**src/rtl/checkpoint_alloc.sv**
```systemverilog
// checkpoint_alloc: in-order branch-checkpoint ID allocator with commit free ports, flush reclaim and sticky double-free detection
module checkpoint_alloc #(
    parameter int CHECKPOINT_NUM = 16,
    parameter int ALLOC_WIDTH    = 2,
    parameter int FREE_WIDTH     = 2,
    parameter int ID_W           = $clog2(CHECKPOINT_NUM),
    parameter int CNT_W          = $clog2(CHECKPOINT_NUM + 1)
) (
    input  logic                        clk,
    input  logic                        rst,
    input  logic [ALLOC_WIDTH-1:0]      alloc_req,
    output logic [ALLOC_WIDTH-1:0]      alloc_grant,
    output logic [ALLOC_WIDTH*ID_W-1:0] alloc_id,
    input  logic [FREE_WIDTH-1:0]       free_valid,
    input  logic [FREE_WIDTH*ID_W-1:0]  free_id,
    input  logic                        flush,
    output logic [CNT_W-1:0]            free_count,
    output logic                        full,
    output logic                        idle,
    output logic                        double_free_err
);
    logic [CHECKPOINT_NUM-1:0] free_map_q, free_map_d, avail;
    logic [CNT_W-1:0]          free_count_q, free_count_d;
    logic                      err_q, err_d, ok, found, dup;
    logic [ID_W-1:0]           pick;
    logic [ALLOC_WIDTH-1:0]    grant;
    logic [ALLOC_WIDTH*ID_W-1:0] ids;

    always_comb begin
        avail = free_map_q;
        ok = !rst && !flush;
        grant = '0;
        ids = '0;
        found = 1'b0;
        pick = '0;
        for (int i = 0; i < ALLOC_WIDTH; i++) begin
            found = 1'b0;
            pick = '0;
            for (int k = CHECKPOINT_NUM - 1; k >= 0; k--) begin
                if (avail[k]) begin
                    found = 1'b1;
                    pick = ID_W'(k);
                end
            end
            if (alloc_req[i]) begin
                ok = ok && found;
                grant[i] = ok;
                ids[i*ID_W +: ID_W] = ok ? pick : '0;
                if (ok) avail[pick] = 1'b0;
            end
        end
    end

    always_comb begin
        free_map_d = free_map_q;
        free_count_d = free_count_q;
        err_d = err_q;
        dup = 1'b0;
        if (flush) begin
            free_map_d = '1;
            free_count_d = CNT_W'(CHECKPOINT_NUM);
        end else begin
            for (int i = 0; i < ALLOC_WIDTH; i++) begin
                if (grant[i]) begin
                    free_map_d[ids[i*ID_W +: ID_W]] = 1'b0;
                    free_count_d = free_count_d - CNT_W'(1);
                end
            end
            for (int p = 0; p < FREE_WIDTH; p++) begin
                dup = 1'b0;
                for (int q = 0; q < p; q++)
                    dup = dup || (free_valid[q] && free_id[q*ID_W +: ID_W] == free_id[p*ID_W +: ID_W]);
                if (free_valid[p]) begin
                    if (free_map_q[free_id[p*ID_W +: ID_W]] || dup) begin
                        err_d = 1'b1;
                    end else begin
                        free_map_d[free_id[p*ID_W +: ID_W]] = 1'b1;
                        free_count_d = free_count_d + CNT_W'(1);
                    end
                end
            end
        end
    end

    always_ff @(posedge clk or posedge rst) begin
        if (rst) begin
            free_map_q <= '1;
            free_count_q <= CNT_W'(CHECKPOINT_NUM);
            err_q <= 1'b0;
        end else begin
            free_map_q <= free_map_d;
            free_count_q <= free_count_d;
            err_q <= err_d;
        end
    end

    assign alloc_grant = grant;
    assign alloc_id = ids;
    assign free_count = free_count_q;
    assign full = free_count_q == '0;
    assign idle = free_count_q == CNT_W'(CHECKPOINT_NUM);
    assign double_free_err = err_q;
endmodule

```
**config.mk**
```make
export PLATFORM = sky130hd
export DESIGN_NAME = checkpoint_alloc
export DESIGN_NICKNAME = d
export VERILOG_FILES = /design/src/rtl/checkpoint_alloc.sv
export SDC_FILE = /design/constraint.sdc
export NUM_CORES = 1
export LEC_CHECK = 0
export CORE_UTILIZATION = 30
export CTS_CLUSTER_DIAMETER = 80
export DETAILED_ROUTE_END_ITERATION = 12
export PLACE_DENSITY = 0.44
export SYNTH_ARGS = -nofsm -noshare
export SYNTH_HDL_FRONTEND = slang
export SYNTH_SLANG_ARGS = --single-unit
```
**constraint.sdc**
```tcl
create_clock -name clk -period 6.4 [get_ports clk]
set_input_delay 1.28 -clock clk [delete_from_list [all_inputs] [get_ports clk]]
set_output_delay 1.28 -clock clk [all_outputs]
set_load 0.01 [all_outputs]
```
==> reports/qor.txt, run 1 <==
Cell taking the most area after synthesis: dfstp_2
Req. time, crit path: 5.12 ns
# IOs: 33
Slew @ Worst Pin: 0.7019 ns
Crit end category: output port
Syn_area_per_cell: 7.957 sq um
Ys async rst share: 1.000
CP Max Fanout: 9
Commonest non-fill, non-tap cell in the layout: nor2_1
Cell chain of the critical path: clkdlybuf4s50_1 -> nor3b_1 -> buf_4 -> nand3_2 -> or2_1 -> o21ai_0 -> a32oi_1 -> o311a_1 -> o21ai_0 -> a22oi_1 -> nor3_1 -> clkdlybuf4s50_1
Synth Area in Adders: 0.02485
CTS Sinks: 22
CTS root buf: clkbuf_8
Clock Path Buffers: 2
Post-synthesis compound-gate area fraction: 0.3042
Die area: 0.01013 sq mm
Hold-fix buffers at CTS: 0
Xor and xnor fraction of the mapped netlist area: 0.04670
Sequential cell area: 571.8 sq um
Total GRT Usage: 0.2144
Sequential fraction of the synthesis area: 0.1958
Yosys cell types: 74
Worst stage delay on the critical path: 0.57 ns
Inserted Diodes: 0
Switch Pwr: 140.9 uW
Clk slew on worst S/H paths: 0.10 ns
Top FF cell, synth: dfstp_2
Syn nets: 387
Worst vdd ir: 0.0001129 V
GPL Wtd Cong: 0.8292
Period utilisation layout: 0.9237
Largest family of logic cells by synthesized area: compound AO/OA/AOI/OAI gates
Final std cells w/o fill: 520
Final slew viol count: 0
Register-to-Register Path Depth: 17
Crit-path slowest cell: clkdlybuf4s50_1
Setup_tns: 0 ns
Die width: 100.7 um
Worst Hold Path Cells: 1
Critical Path Start Type: input pin
Max frequency: 169.2 MHz
Sequential Power Share: 0.353
Fin Clk Skew: 0.01777 ns
Power Internal: 294.5 uW
Fin. Hold Viols: 0
Largest net degree at the start of global routing: 24
Detail Placement HPWL: 7914 um
Slew HR: 0.5289
Cell Rows: 35
PD cells: 126.1 mW/mm^2
Multi-input logic area: 0.002206 sq mm
HP Start: double_free_err
Simple-Gate Fraction of Synth Area: 0.2892
Flop and latch count out of synthesis: 22
Post-synth EDFFs: 0
Mapped Cells: 367
Endpoint with the worst hold slack: double_free_err
Final worst slack: 0.4884 ns
Leakage: 1.164 nW
Clock Latency Late Sink: 0.28 ns
Drt pass-1 iters: 4
RR Endpoint: free_count[4]
Grt total ovfl: 0
Data arrival, critical path: 4.63 ns
Pre-CTS WS: 0.4498 ns
Layout Nets: 412
Finished Core Util: 0.3702
Warnings from Yosys: 0
# port buffers: 32
Multiplexer share of the synthesized area: 0.09040
Commonest cells after routing, fill and taps aside: 42 x nor2_1, 32 x clkdlybuf4s50_1, 26 x nand2_1
Comb pwr share: 0.336
Mapped Area: 0.002920 sq mm
Sw Ratio: 0.3237
Final WL: 10300 um
Reg-to-Reg Start: free_map_q[1]
Area of the core region: 0.009328 sq mm
Number of setup violations in the final report: 0
Post-route ant nets: 0
Layout cells sized above 1: 0.1509
Post-cts repair resize count: 0
Vias/cell: 5.813
Drt wl/cell: 19.81 um
Post-CTS setup buffer count: 0
Initial antenna violation count: 0
Cts bufs inserted: 3
Clock power share: 0.311
Layout area overhead: 18.25%
Starting Density: 0.3131
RSZ-0062 raised after global routing: false
FF-to-FF setup slack: 1.31 ns
CTS tree: built
H-tree levels: 1
First-pass GRT wire length: 16580 um
DRC: 0
Hold Path Class: flip-flop to flip-flop
Synth top area cells: dfstp_2 15%, mux4_2 6.9%, nor2_1 5.4%
Number of global-route vias before repair: 2946
# fillers: 988
Total power: 435.4 uW
Inst Count DP: 516
Maxcap violations: 0
Detailed Route Iter0 Violations: 163
Critical path class: input pin to output port
Vias: 3023
Run status: complete, no violations
DIE HEIGHT: 100.7 um
Final min period: 5.912 ns
Post-synth top area share: 0.1530
[logic make-up (layout without fill, tap and decap cells)]
family | count (synthesis) | after routing
buffers and inverters | 36 | 60
AND/OR/NAND/NOR | 157 | 157
XOR/XNOR | 14 | 14
adder cells (fa/ha/maj) | 6 | 6
AO/OA/AOI/OAI | 117 | 117
flip-flops | 22 | 22
multiplexers | 15 | 15
[how the worst max path moves through the flow]
stage / endpoint / cells after the start / startpoint
2_1_floorplan: free_count[4] / 16 / flush
3_3_place_gp: alloc_id[5] / 11 / flush
3_5_place_dp: free_count[4] / 19 / flush
4_1_cts: alloc_id[4] / 12 / alloc_req[0]
5_1_grt: alloc_id[4] / 12 / alloc_req[0]
6_report: alloc_id[4] / 12 / alloc_req[0]
[cell usage after synthesis (all sizes together), types with 6 or more instances]
cell type and number:
nor3 15, a221oi 6, o21ai 26, o21a 10, dfstp 17, or2 6, and2 9, nor2 42
clkbuf 18, xnor2 7, nand2b 8, nand2 26, nand3 12, a21oi 17, mux4 9, xor2 6
inv 16, nor3b 6
[power groups by stage]
stage | sequential, mW | combinational (mW) | clock [mW]
final | 0.154 | 0.147 | 0.135
after global routing | 0.155 | 0.162 | 0.145
after CTS | 0.154 | 0.147 | 0.139
after detailed placement | 0.156 | 0.146 | 0
after global placement | 0.156 | 0.147 | 0
after floorplan | 0.155 | 0.0932 | 0
[metal layers]
layer | GRT usage | vias up | wire, um
met5 | 0 | - | 0
met4 | 0.05797 | 0 | 141
met3 | 0.01803 | 10 | 412
met2 | 0.3504 | 71 | 4872
met1 | 0.3028 | 1491 | 4873
li1 | - | 1451 | -
[worst max-delay path, delay by kind of cell]
kind | cells | cell delay (ns)
AOI/OAI and AO/OA | 5 | 1.18
and+or+nand+nor | 4 | 0.94
buffers and inverters | 3 | 1.22
[state kept, by name (all words and copies together) (netlist names)]
signal and cells:
double_free_err 1, free_count 5, free_map_q 16
[final cells by class]
class	count	area share
Tap cell	129	0.04674
Clock buffer	3	0.01196
Clock inverter	1	0.008696
Sequential cell	22	0.1656
Multi-Input combinational cell	309	0.6388
Timing Repair Buffer	40	0.1101
Inverter	16	0.01812
[metrics by stage]
step,hold slack [ns],instance area [sq um]
after detailed placement,0.4723,3382
after global placement,0.4627,3382
after floorplan,0.5134,2920
after global routing,0.5459,3453
final,0.4922,3453
after CTS,0.4958,3453
No activity file was read; power rests on OpenSTA's default activity.
==> run 2: changes to the inputs <==
--- a/config.mk
+++ b/config.mk
@@ -8,6 +8,7 @@
 export CORE_UTILIZATION = 30
 export CTS_CLUSTER_DIAMETER = 80
 export DETAILED_ROUTE_END_ITERATION = 12
+export HOLD_SLACK_MARGIN = 0.15
 export PLACE_DENSITY = 0.44
 export SYNTH_ARGS = -nofsm -noshare
 export SYNTH_HDL_FRONTEND = slang
==> results of run 2 <==
Final layout, timing and power as in run 1 (identical DEF).
